--- src/rtl/decode_stage_buf.sv ---
// decode_stage_buf: registered RV32I decode stage sitting between IF/ID and EX.
// Decodes in_instr combinationally and captures the decoded bundle on accept
// (in_valid & in_ready) into a FIFO skid buffer of SKID_DEPTH (1 or 2) entries.
// Output presents entry 0. Order is strictly FIFO. flush empties the buffer.
//
// Optional feature macro: ILLEGAL_INSTR_EN
//   defined   -> unknown opcodes and R-type with bad funct7 raise out_illegal,
//                and reg_w/mem_w/branch/jump are forced low for that entry.
//   undefined -> out_illegal tied 0; unknown opcodes decode to all-zero controls.
//
// Ports:
//   clk, rst_n (async active-low), flush
//   in_valid/in_ready/in_instr/in_pc     : fetch side handshake
//   out_valid/out_ready                  : EX side handshake
//   out_pc, out_imm                      : PC and sign-extended immediate
//   out_rs1/rs2/rd/funct3/funct7b5       : raw instruction fields
//   out_reg_w .. out_illegal             : main-decoder control bundle
module decode_stage_buf #(
  parameter int unsigned XLEN       = 32,
  parameter int unsigned SKID_DEPTH = 2
) (
  input  logic            clk,
  input  logic            rst_n,
  input  logic            flush,
  input  logic            in_valid,
  output logic            in_ready,
  input  logic [31:0]     in_instr,
  input  logic [XLEN-1:0] in_pc,
  output logic            out_valid,
  input  logic            out_ready,
  output logic [XLEN-1:0] out_pc,
  output logic [XLEN-1:0] out_imm,
  output logic [4:0]      out_rs1,
  output logic [4:0]      out_rs2,
  output logic [4:0]      out_rd,
  output logic [2:0]      out_funct3,
  output logic            out_funct7b5,
  output logic            out_reg_w,
  output logic            out_mem_w,
  output logic            out_alu_src,
  output logic            out_alu_a_pc,
  output logic [1:0]      out_result_src,
  output logic [2:0]      out_imm_src,
  output logic [1:0]      out_alu_op,
  output logic            out_branch,
  output logic            out_jump,
  output logic            out_jalr,
  output logic            out_illegal
);

  typedef struct packed {
    logic [XLEN-1:0] pc;
    logic [XLEN-1:0] imm;
    logic [4:0]      rs1;
    logic [4:0]      rs2;
    logic [4:0]      rd;
    logic [2:0]      funct3;
    logic            funct7b5;
    logic            reg_w;
    logic            mem_w;
    logic            alu_src;
    logic            alu_a_pc;
    logic [1:0]      result_src;
    logic [2:0]      imm_src;
    logic [1:0]      alu_op;
    logic            branch;
    logic            jump;
    logic            jalr;
    logic            illegal;
  } bundle_t;

  typedef enum logic [1:0] {EMPTY, ONE, TWO} state_t;

  state_t  state_q, state_d;
  bundle_t ent0_q, ent0_d, ent1_q, ent1_d;
  bundle_t dec;
  logic    in_ready_q;
  logic    accept, pop, unknown;
  logic signed [31:0] imm32;

  // Combinational main decoder
  always_comb begin
    dec          = '0;
    unknown      = 1'b0;
    imm32        = '0;
    dec.pc       = in_pc;
    dec.rs1      = in_instr[19:15];
    dec.rs2      = in_instr[24:20];
    dec.rd       = in_instr[11:7];
    dec.funct3   = in_instr[14:12];
    dec.funct7b5 = in_instr[30];
    case (in_instr[6:0])
      7'b0000011: begin dec.reg_w = 1'b1; dec.alu_src = 1'b1; dec.result_src = 2'b01; end
      7'b0100011: begin dec.imm_src = 3'b001; dec.alu_src = 1'b1; dec.mem_w = 1'b1; end
      7'b0110011: begin dec.reg_w = 1'b1; dec.alu_op = 2'b10; end
      7'b1100011: begin dec.imm_src = 3'b010; dec.branch = 1'b1; dec.alu_op = 2'b01; end
      7'b0010011: begin dec.reg_w = 1'b1; dec.alu_src = 1'b1; dec.alu_op = 2'b10; end
      7'b1101111: begin
        dec.reg_w = 1'b1; dec.imm_src = 3'b011; dec.alu_src = 1'b1;
        dec.alu_a_pc = 1'b1; dec.result_src = 2'b10; dec.jump = 1'b1;
      end
      7'b1100111: begin
        dec.reg_w = 1'b1; dec.alu_src = 1'b1; dec.result_src = 2'b10;
        dec.jump = 1'b1; dec.jalr = 1'b1;
      end
      7'b0110111: begin
        dec.reg_w = 1'b1; dec.imm_src = 3'b100; dec.alu_src = 1'b1; dec.result_src = 2'b11;
      end
      7'b0010111: begin
        dec.reg_w = 1'b1; dec.imm_src = 3'b100; dec.alu_src = 1'b1; dec.alu_a_pc = 1'b1;
      end
      default: unknown = 1'b1;
    endcase
`ifdef ILLEGAL_INSTR_EN
    // funct7 legal only as 0000000 or 0100000 (bit 30 is the sole free bit)
    dec.illegal = unknown ||
                  ((in_instr[6:0] == 7'b0110011) && ({in_instr[31], in_instr[29:25]} != 6'd0));
    if (dec.illegal) begin
      dec.reg_w  = 1'b0;
      dec.mem_w  = 1'b0;
      dec.branch = 1'b0;
      dec.jump   = 1'b0;
    end
`else
    dec.illegal = 1'b0;
`endif
    case (dec.imm_src)
      3'b000:  imm32 = {{20{in_instr[31]}}, in_instr[31:20]};
      3'b001:  imm32 = {{20{in_instr[31]}}, in_instr[31:25], in_instr[11:7]};
      3'b010:  imm32 = {{20{in_instr[31]}}, in_instr[7], in_instr[30:25], in_instr[11:8], 1'b0};
      3'b011:  imm32 = {{12{in_instr[31]}}, in_instr[19:12], in_instr[20], in_instr[30:21], 1'b0};
      3'b100:  imm32 = {in_instr[31:12], 12'b0};
      default: imm32 = '0;
    endcase
    // signed size cast sign-extends the 32-bit immediate to XLEN
    dec.imm = XLEN'(imm32);
  end

  assign out_valid = (state_q != EMPTY);
  assign accept    = in_valid & in_ready;
  assign pop       = out_valid & out_ready;

  generate
    if (SKID_DEPTH == 1) begin : g_pipe
      assign in_ready = ~out_valid | out_ready;
    end else begin : g_skid
      assign in_ready = in_ready_q;
    end
  endgenerate

  always_comb begin
    state_d = state_q;
    ent0_d  = ent0_q;
    ent1_d  = ent1_q;
    if (flush) begin
      state_d = EMPTY;
    end else begin
      case (state_q)
        EMPTY: if (accept) begin
          state_d = ONE;
          ent0_d  = dec;
        end
        ONE: begin
          if (accept && pop) begin
            ent0_d = dec;
          end else if (accept) begin
            state_d = TWO;
            ent1_d  = dec;
          end else if (pop) begin
            state_d = EMPTY;
          end
        end
        TWO: if (pop) begin
          state_d = ONE;
          ent0_d  = ent1_q;
        end
        default: state_d = EMPTY;
      endcase
    end
  end

  always_ff @(posedge clk or negedge rst_n) begin
    if (!rst_n) begin
      state_q    <= EMPTY;
      ent0_q     <= '0;
      ent1_q     <= '0;
      in_ready_q <= 1'b1;
    end else begin
      state_q    <= state_d;
      ent0_q     <= ent0_d;
      ent1_q     <= ent1_d;
      in_ready_q <= (state_d != TWO);
    end
  end

  assign out_pc         = ent0_q.pc;
  assign out_imm        = ent0_q.imm;
  assign out_rs1        = ent0_q.rs1;
  assign out_rs2        = ent0_q.rs2;
  assign out_rd         = ent0_q.rd;
  assign out_funct3     = ent0_q.funct3;
  assign out_funct7b5   = ent0_q.funct7b5;
  assign out_reg_w      = ent0_q.reg_w;
  assign out_mem_w      = ent0_q.mem_w;
  assign out_alu_src    = ent0_q.alu_src;
  assign out_alu_a_pc   = ent0_q.alu_a_pc;
  assign out_result_src = ent0_q.result_src;
  assign out_imm_src    = ent0_q.imm_src;
  assign out_alu_op     = ent0_q.alu_op;
  assign out_branch     = ent0_q.branch;
  assign out_jump       = ent0_q.jump;
  assign out_jalr       = ent0_q.jalr;
  assign out_illegal    = ent0_q.illegal;

endmodule

--- config.mk ---
export PLATFORM = sky130hd
export DESIGN_NAME = decode_stage_buf
export DESIGN_NICKNAME = d
export VERILOG_FILES = /design/src/rtl/decode_stage_buf.sv
export SDC_FILE = /design/constraint.sdc
export NUM_CORES = 1
export LEC_CHECK = 0
export ABC_AREA = 1
export CAP_MARGIN = 5
export CORE_UTILIZATION = 40
export DETAILED_ROUTE_END_ITERATION = 8
export DONT_BUFFER_PORTS = 1
export GPL_TIMING_DRIVEN = 0
export HOLD_SLACK_MARGIN = 0.02
export SLEW_MARGIN = 0
export SYNTH_ARGS = -nofsm -noshare
export SYNTH_HDL_FRONTEND = slang
export SYNTH_SLANG_ARGS = --single-unit
export TNS_END_PERCENT = 100
--- constraint.sdc ---
create_clock -name clk -period 1.9 [get_ports clk]
set_input_delay 0.475 -clock clk [delete_from_list [all_inputs] [get_ports clk]]
set_output_delay 0.475 -clock clk [all_outputs]
set_load 0.05 [all_outputs]
==> summary.md, run 1 <==
| Metric | Value |
|---|---|
| Vias in the first global route | `7135` |
| Sequential fraction of the synthesis area | `55.0%` |
| Finished Layout Cells | `1413` |
| Placed cell count | `1375` |
| Met2 Use GR | `around 36%` |
| GRT busiest layer | `met2` |
| Clock network power share | `29.0%` |
| Fin area | `~0.0099 mm^2` |
| Final #Nets | `around 1200` |
| Clock root buffer master | `clkbuf_16` |
| CP Data Required Time | `around 2.3 ns` |
| Reg2reg start | `in_ready$_DFF_PN1_` |
| GR met3 Demand/Resource | `under 10%` |
| Final setup skew | `0.00715 ns` |
| Worst vdd ir | `0.570 mV` |
| Initial antenna violation count | `0` |
| Switching Share | `38.3%` |
| Fraction of power consumed by sequential logic | `58.4%` |
| DP Wirelength | `18400 um` |
| Vias per Instance | `between 5 and 6` |
| Worst Hold Class | `primary input to async pin` |
| Clk_lat worst skew | `between 0.4 and 0.5 ns` |
| First-pass GRT wire length | `40200 um` |
| EDFF count, synth | `0` |
| Clk pin slew, worst setup/hold paths | `0.07 ns` |
| Vert. Die Dim | `151 um` |
| Final GP Congestion | `around 0.86` |
| Final setup vio count | `0` |
| FFs w/ async S/R, synth | `100%` |
| # fillers | `2162` |
| F_max | `approximately 550 MHz` |
| Worst path slowest cell | `dfstp_4` |
| Worst R2R Setup Slack | `slightly above 0.08 ns` |
| GRT met1 Usage | `31.6%` |
| P per Cell Area | `roughly 1200 mW/mm^2` |
| CTS buffer count | `17` |
| Synth warn | `0` |
| Synth Flop Type | `dfrtp_1` |
| CTS tree | `built` |
| CP Data Arrival Time | `2.18 ns` |
| Internal cell power | `around 7.6 mW` |
| Crit path max fanout | `4` |
| Fin crit share | `95.7%` |
| Die ar. | `0.0228 mm^2` |
| Yosys reg bits | `195` |
| Starting density of the core | `40.7%` |
| NetSw | `4.70 mW` |
| R2R cell count | `9` |
| Slowest cell delay on critical path | `0.72 ns` |
| Remaining global-route overflow | `0` |
| Largest net degree at the start of global routing | `~200` |
| Crit path time final | `1.82 ns` |
| I/O pins | `169` |
| Vias | `a little over 7000` |
| Final WL | `26200 um` |
| Syn Area/Cell | `8.11 um^2` |
| DRT Pass-1 Iters | `5` |
| Total of max-cap violations | `0` |
| Post-DP Area | `a little over 0.009 mm^2` |
| Syn nets | `1164` |
| Count of final hold-check violations | `194` |
| Crit end category | `register` |
| Worst Hold Slack | `-0.271 ns` |
| Failing checks | `hold timing` |
| Slew HR | `around three fifths` |
| Average routed wire per standard cell | `18.6 um` |
| Clock sinks | `around 200` |
| Combinational Power Share | `12.7%` |
| Layout cell share with drive strength beyond 1 | `10.3%` |
| H-tree levels | `4` |
| Type of origin of the critical path | `register` |
| DRC Markers | `0` |
| Reg2Reg Capture Point | `out_imm[20]$_DFFE_PN0P_` |
| Diodes inserted | `0` |
| Core area | `0.0218 mm^2` |
| Crit Path Category | `register to register` |
| Measured slew at the worst slew-check pin | `0.618 ns` |
| Die X | `151 um` |
| Routed Antenna Nets | `0` |
| # rows | `54` |
| Detailed Route Iter0 Violations | `526` |
| Status | `finished with violations` |
| Pleak | `4.93 nW` |
| PortBufs | `0` |
| Critical-path cell list | `nand2_4 > buf_4 > nand2_2 > nand2_2 > nor2_4 > buf_4 > clkbuf_16 > o21ai_0 > o21ai_1` |
| Distinct cells, synth | `29` |
| Total power draw | `between 10 and 15 mW` |
| Clock tree buffer depth | `2` |
| Area delta synth->final | `12.0%` |
| Max Transition Viols Final | `0` |
| Post-Synthesis Cells | `1095` |
| Total global-route track usage | `a little under a quarter` |
| Post-Syn Area | `0.00888 mm^2` |
power by group through the flow:
stage / logic (mW) / clock network [mW] / registers (mW)
6_report: 1.55 / 3.56 / 7.17
5_1_grt: 1.82 / 3.74 / 7.29
4_1_cts: 1.54 / 3.61 / 7.18
3_5_place_dp: 1.50 / 0 / 7.26
3_3_place_gp: 1.46 / 0 / 7.23
2_1_floorplan: 1.19 / 0 / 7.08
critical path, delay by kind of cell, from the launching register on:
family	cells	cell delay, ns
buf+inv	3	0.43
simple gates	4	0.38
flops	1	0.72
compound gates	2	0.22
worst max path at each step:
stage	startpoint	end	slack (ns)	depth (start not counted)
detailed placement	in_ready$_DFF_PN1_	ent1_q[6]$_DFFE_PN0P_	-0.25	6
CTS	in_ready$_DFF_PN1_	out_imm[26]$_DFFE_PN0P_	-0.006	9
global route	state_q[0]$_DFF_PN0_	out_alu_op[1]$_DFFE_PN0P_	-0.003	6
floorplan	in_ready$_DFF_PN1_	out_imm[29]$_DFFE_PN0P_	0.20	9
finish	in_ready$_DFF_PN1_	out_imm[20]$_DFFE_PN0P_	0.08	9
global placement	in_ready$_DFF_PN1_	ent1_q[51]$_DFFE_PN0P_	-0.23	6
placed cells by master, fill, tap and decap left out, drive strengths merged:
cell type  Yosys  layout
a21boi         1       1
a21oi         30      30
buf           43      50
bufinv         0       1
clkbuf        25      44
clkinv         0       3
clkinvlp       0       4
conb           1       1
dfrtp        194     194
dfstp          1       1
inv           91      95
nand2        361     361
nand3         49      49
nand4          3       3
nor2          57      57
nor3b          1       1
o211ai         1       1
o21a           1       1
o21ai        233     233
o21bai         1       1
o31ai          1       1
or2            1       1
stage by stage:
stage	hold WS, ns	util [%]	setup WS [ns]	TNS, ns
floorplan	0.179	-	0.198	0
global placement	0.183	42.3	-0.234	-12.14
detailed placement	0.183	42.3	-0.254	-13.96
CTS	-0.287	45.2	-0.00646	-0.0124
global route	-0.289	45.6	-0.00298	-0.00696
finish	-0.271	45.6	0.0816	0
area by class of cell:
type	count	area, um^2	share of cell area (%)
timing repair buffer	8	93.8	0.944
sequential	195	4890	49.1
inverter	91	347	3.49
buffer	66	404	4.06
clock buffer	20	447	4.49
clock inverter	12	124	1.25
tap	280	350	3.52
multi-input combinational	741	3290	33.1
Yosys cell counts (all sizes together), types with 3 or more instances:
master / n / share of area [%]
a21oi: 30 / 1.7
nor2: 57 / 2.7
dfrtp: 194 / 55
inv: 91 / 3.8
clkbuf: 25 / 1.1
nand2: 361 / 16
o21ai: 233 / 13
nand4: 3 / 0.21
buf: 43 / 3.4
nand3: 49 / 2.8
timing repair:
action | in CTS | in global routing
endpoints found under the hold margin | 195 | 195
gates resized for setup | 12 | 18
gates cloned | 1 | 1
endpoints found under the setup margin | 138 | 161
pin swaps | 2 | 7
setup buffers | 2 | 4
flip-flops by register name (all words and copies together), names as in the netlist:
register,cells
out_rs1,5
state_q,2
out_imm,32
out_rs2,5
ent1_q,96
out_alu_src,1
out_result_src,2
out_funct3,3
in_ready,1
out_reg_w,1
out_imm_src,3
out_mem_w,1
out_jump,1
out_pc,32
out_alu_a_pc,1
out_jalr,1
out_funct7b5,1
out_alu_op,2
out_rd,5
per-layer routing:
layer  vias up  routed length, um
met5         -                  0
met4         0                540
met3        28               2470
met2       244              11700
met1      3463              11600
li1       3543                  -
cell families (layout without fill, tap and decap cells):
logic type	Yosys count	after routing	synth area share (%)
simple gates	472	472	21.5
compound gates	268	268	15.2
flops	195	195	55.0
buf+inv	159	197	8.25
other cells	1	1	0.0422
Note: power is estimated with default switching activity, not from simulation.
==> run 2, diff against run 1 <==
DONT_BUFFER_PORTS = default   (was 1)
PLACE_DENSITY = 0.67   (was default)
SETUP_SLACK_MARGIN = 0.2   (was default)
clock period = 1.6 ns   (was 1.9 ns; I/O delays follow)
==> summary.md, run 2 (synthesis results as in run 1) <==
| Metric | Value |
|---|---|
| First-pass GRT wire length | `42600 um` |
| Remaining global-route overflow | `0` |
| I/O pins | `169` |
| Worst Hold Class | `primary input to async pin` |
| Final #Nets | `1381` |
| Met2 WL | `12900 um` |
| Placed cell count | `1543` |
| Max Transition Viols Final | `0` |
| Largest net degree at the start of global routing | `104` |
| Type of origin of the critical path | `register` |
| Fin crit share | `105%` |
| Leading cell types in the layout, fill and taps excluded | `nand2_1 (332), dfrtp_1 (193), o21ai_0 (128)` |
| CP Data Required Time | `1.20 ns` |
| Final GP Congestion | `slightly below 0.9` |
| Pleak | `6.19 nW` |
| Vias per Instance | `5.07` |
| Clk_lat worst skew | `~0.44 ns` |
| Reg2Reg Capture Point | `out_pc[18]$_DFFE_PN0P_` |
| Total of max-cap violations | `0` |
| Total global-route track usage | `24.9%` |
| DRC Markers | `0` |
| Finished Layout Cells | `1606` |
| Count of final hold-check violations | `28` |
| CTS buffer count | `17` |
| Final setup vio count | `69` |
| Fraction of power consumed by sequential logic | `41.1%` |
| Worst Hold Slack | `-0.0669 ns` |
| Starting density of the core | `40.7%` |
| Die X | `151 um` |
| Final setup skew | `0.0115 ns` |
| Combinational Power Share | `33.8%` |
| Vert. Die Dim | `151 um` |
| Initial antenna violation count | `0` |
| H-tree levels | `4` |
| # rows | `54` |
| Max reg flops | `96` |
| Internal cell power | `approximately 10 mW` |
| PortBufs | `between 150 and 200` |
| Core area | `~0.022 mm^2` |
| Slew HR | `about 50%` |
| Clock sinks | `195` |
| Clock tree buffer depth | `2` |
| Failing checks | `hold timing, setup timing` |
| Final WL | `27500 um` |
| Clk pin slew, worst setup/hold paths | `0.07 ns` |
| Crit path time final | `1.68 ns` |
| Metal3 WL | `1980 um` |
| Crit end category | `primary output` |
| DP Wirelength | `18900 um` |
| NetSw | `6.05 mW` |
| Crit Path Category | `register to primary output` |
| Area delta synth->final | `40.5%` |
| Clock network power share | `25.2%` |
| Vias in the first global route | `7801` |
| RSZ-0062 raised after global routing | `yes` |
| DRT met1 WL | `approximately 12000 um` |
| Total power draw | `16.4 mW` |
| P per Cell Area | `roughly 1300 mW/mm^2` |
| Measured slew at the worst slew-check pin | `0.757 ns` |
| Crit path max fanout | `5` |
| Worst R2R Setup Slack | `-0.04 ns` |
| CP Data Arrival Time | `1.28 ns` |
| Most common cell after layout, fill and taps aside | `nand2_1` |
| Die ar. | `0.0228 mm^2` |
| Status | `finished with violations` |
| Detailed Route Iter0 Violations | `~600` |
| Worst setup margin | `-0.0782 ns` |
| Layout cell share with drive strength beyond 1 | `about 23%` |
| Average routed wire per standard cell | `17.1 um` |
| Clock root buffer master | `clkbuf_16` |
| Vias | `between 8000 and 9000` |
| F_max | `about 600 MHz` |
| CTS tree | `built` |
| DRT Pass-1 Iters | `5` |
| Largest Register | `ent1_q` |
| Worst vdd ir | `about 0.74 mV` |
| Top routing layer in use | `met4` |
| Routed Antenna Nets | `0` |
| R2R cell count | `8` |
| Switching Share | `36.9%` |
| Reg2reg start | `state_q[0]$_DFF_PN0_` |
==> run 2: cell types whose count changed in the layout (fill, tap and decap cells not counted), moves of 8 or more <==
cell,change
clkdlybuf4s50_1,+59
o21ai_2,+14
nand2_1,-20
buf_6,+104
o21ai_0,-21
nor2_1,-8
nand2_2,+12
clkbuf_1,-11
buf_4,+17
nand2_4,+8
buf_12,+10
buf_2,-11
==> run 2: what timing repair did <==
| action | in CTS | in global routing |
|---|---|---|
| pin swaps | 10 | 7 |
| resized for setup | 756 | 137 |
| endpoints found under the setup margin | 293 | 293 |
| buffers inserted | 23 | 4 |
| cloned | 2 | 2 |
| hold endpoints to repair | 24 | 0 |
==> run 2: critical path, cell delays in order (launching register included) <==
cell     delay (ns)
dfrtp_2        0.48
nor2_4         0.15
inv_4          0.06
buf_8          0.15
==> run 2: per-layer routing <==
layer	up-vias	GRT usage (%)
li1	3932	-
met1	3849	34.4
met2	324	39.7
met3	43	4.52
met4	0	7.45
met5	-	0
==> run 2: cell type report <==
cell class,instances,area [um^2]
antenna,1,2.50
buffer,67,679
clock buffer,21,450
clock inverter,11,105
fill,1976,9340
inverter,91,354
multi-input combinational,741,3550
sequential,195,4880
tap,280,350
timing repair buffer,199,2110
==> run 2: worst max path at each step <==
stage                              start                 endpoint  slack, ns  cells past startpoint
finish              state_q[1]$_DFF_PN0_                out_valid      -0.08                      3
global route        state_q[0]$_DFF_PN0_  out_imm[21]$_DFFE_PN0P_      -0.14                      9
CTS                 state_q[1]$_DFF_PN0_                out_valid      -0.05                      3
detailed placement           in_instr[4]  out_imm[12]$_DFFE_PN0P_      -0.74                     11
global placement                   rst_n  out_imm[18]$_DFFE_PN0P_      -8.19                      1
floorplan             in_ready$_DFF_PN1_     out_jalr$_DFFE_PN0P_      -0.03                      9
==> run 2: power groups by stage <==
stage | clock [mW] | combinational [mW] | sequential [mW]
after CTS | 4.18 | 5.36 | 6.73
after global placement | 0 | 4.95 | 6.69
after floorplan | 0 | 1.43 | 8.41
final | 4.14 | 5.54 | 6.74
after global routing | 4.37 | 5.95 | 6.86
after detailed placement | 0 | 5.03 | 6.71
==> run 2: metrics by stage <==
step	setup WS, ns	area [um^2]	util [%]	setup TNS, ns
after floorplan	-0.0270	8970	-	-1.65
after global placement	-8.19	11000	50.4	-1676.01
after detailed placement	-0.737	11000	50.5	-85.90
after CTS	-0.0468	12000	55.2	-0.443
after global routing	-0.139	12500	57.2	-9.43
final	-0.0782	12500	57.2	-1.04
==> run 3, diff against run 2 <==
PLACE_DENSITY = 0.75   (was 0.67)
SLEW_MARGIN = 30   (was 0)
==> summary.md, run 3 (synthesis results as in run 1) <==
| Metric | Value |
|---|---|
| Status | `finished with violations` |
| Failing checks | `hold timing, setup timing` |
| Max Transition Viols Final | `0` |
| Top Family by Delay on Critical Path | `compound AO/OA/AOI/OAI gates` |
| Worst Hold Slack | `-0.170 ns` |
| Crit path max fanout | `10` |
| WP buf/inv | `2` |
| Total global-route track usage | `25.0%` |
| Final GP Congestion | `0.930` |
| First-pass GRT wire length | `43100 um` |
| RSZ-0062 raised after global routing | `yes` |
| CTS buffer count | `17` |
| Final #Nets | `about 1400` |
| Final setup vio count | `97` |
| Worst vdd ir | `0.771 mV` |
| Clk pin slew, worst setup/hold paths | `0.07 ns` |
| Clock tree buffer depth | `2` |
| Reg2Reg Capture Point | `out_imm_src[2]$_DFFE_PN0P_` |
| Remaining global-route overflow | `0` |
| Final WL | `28400 um` |
| Average routed wire per standard cell | `between 15 and 20 um` |
| P per Cell Area | `1310 mW/mm^2` |
| Detailed Route Iter0 Violations | `756` |
| Total of max-cap violations | `0` |
| Die ar. | `0.0228 mm^2` |
| Area delta synth->final | `44.9%` |
| Reg2reg start | `state_q[0]$_DFF_PN0_` |
| Clk_lat worst skew | `approximately 0.44 ns` |
| Worst R2R Setup Slack | `-0.15 ns` |
| Vias in the first global route | `8271` |
| Max reg flops | `96` |
| Type of origin of the critical path | `register` |
| Pleak | `6.40 nW` |
| Fin crit share | `110%` |
| Starting density of the core | `40.7%` |
| Crit Path Category | `register to register` |
| Routed Antenna Nets | `0` |
| CP Data Arrival Time | `2.06 ns` |
| Largest Register | `ent1_q` |
| Multi-input logic area | `0.00364 mm^2` |
| Count of final hold-check violations | `40` |
| Worst Hold Class | `primary input to async pin` |
| Measured slew at the worst slew-check pin | `0.578 ns` |
| DRC Markers | `0` |
| Clock sinks | `195` |
| CTS tree | `built` |
| Crit path time final | `1.75 ns` |
| Leading cell types in the layout, fill and taps excluded | `nand2_1 (307), dfrtp_1 (193), o21ai_0 (142)` |
| Slowest cell delay on critical path | `0.50 ns` |
| Die X | `about 150 um` |
| Core area | `0.0218 mm^2` |
| Vert. Die Dim | `151 um` |
| Crit end category | `register` |
| Final setup skew | `0.00822 ns` |
| Vias | `8498` |
| F_max | `~570 MHz` |
| Sequential cell area | `0.00488 mm^2` |
| Layout cell share with drive strength beyond 1 | `26.5%` |
| DRT Pass-1 Iters | `6` |
| Clock root buffer master | `clkbuf_16` |
| CP Data Required Time | `1.91 ns` |
| Worst path slowest cell | `o21ai_0` |
| Post-DP Area | `approximately 0.011 mm^2` |
| Most common cell after layout, fill and taps aside | `nand2_1` |
| Initial antenna violation count | `2` |
| Critical-path cell list | `inv_2 > nand2_2 > clkbuf_2 > o21ai_0 > o21ai_1` |
| H-tree levels | `4` |
| # fillers | `1862` |
| Slew HR | `61.4%` |
| DP Wirelength | `19200 um` |
| # rows | `between 50 and 60` |
| PortBufs | `167` |
| I/O pins | `between 150 and 200` |
| R2R cell count | `5` |
| Worst setup margin | `-0.155 ns` |
| Vias per Instance | `roughly 5.2` |
| Total power draw | `16.9 mW` |
| Fin area | `0.0129 mm^2` |
| Largest net degree at the start of global routing | `81` |
==> run 3: changes by cell type in the layout (fill, tap and decap cells not counted), moves of 5 or more <==
cell / delta
nand2_2: +18
o21ai_1: -10
buf_4: +22
nand2_4: +8
buf_12: -5
nand2_1: -25
o21ai_0: +14
==> run 3: area by class of cell <==
class / count / area share (%)
clock inverters: 13 / 0.953
flip-flops and latches: 195 / 37.9
well taps: 280 / 2.72
clock buffers: 19 / 3.52
repair buffers: 227 / 18.7
diodes: 2 / 0.0389
multi-input cells: 742 / 28.3
plain buffers: 67 / 5.20
inverters: 91 / 2.69
==> run 3: metal layers <==
metal | wire [um] | up-vias | global-route usage, %
met2 | 13300 | 409 | 40.4
met1 | 11700 | 4017 | 32.5
met3 | 2450 | 68 | 5.12
met4 | 902 | 0 | 10.8
li1 | - | 4004 | -
met5 | 0 | - | 0
==> run 3: power breakdown <==
group	leakage (nW)	switching (mW)	internal (mW)	total, mW
logic	3.68	3.55	2.27	5.82
clock network	0.278	1.99	2.25	4.25
registers	2.43	0.693	6.09	6.78
==> run 3: how the worst max path moves through the flow <==
stage | cells after the start | to | from | slack (ns)
2_1_floorplan | 9 | out_jalr$_DFFE_PN0P_ | in_ready$_DFF_PN1_ | -0.03
3_3_place_gp | 1 | out_imm[16]$_DFFE_PN0P_ | rst_n | -7.94
3_5_place_dp | 11 | out_imm[12]$_DFFE_PN0P_ | in_instr[4] | -0.71
4_1_cts | 3 | out_valid | state_q[1]$_DFF_PN0_ | -0.04
5_1_grt | 5 | out_imm_src[2]$_DFFE_PN0P_ | state_q[0]$_DFF_PN0_ | -0.13
6_report | 5 | out_imm_src[2]$_DFFE_PN0P_ | state_q[0]$_DFF_PN0_ | -0.15
==> run 3: metrics by stage <==
stage               utilization, %  setup WS, ns  instances  hold slack (ns)   TNS, ns
detailed placement            50.6        -0.705       1544            0.295    -86.38
global placement              50.4         -7.94       1542            0.457  -1625.23
global route                  58.9        -0.133       1635           -0.166     -9.44
finish                        59.0        -0.155       1636           -0.170     -3.10
floorplan                        -       -0.0270       1095            0.104     -1.65
CTS                           56.2       -0.0391       1624           -0.175    -0.121
==> run 3: repair_timing <==
action / 4_1_cts / 5_1_grt
resized for setup: 760 / 140
pin swaps: 5 / 11
setup endpoints to repair: 293 / 292
endpoints found under the hold margin: 40 / 40
buffers inserted: 47 / 4
cloned: 1 / 7
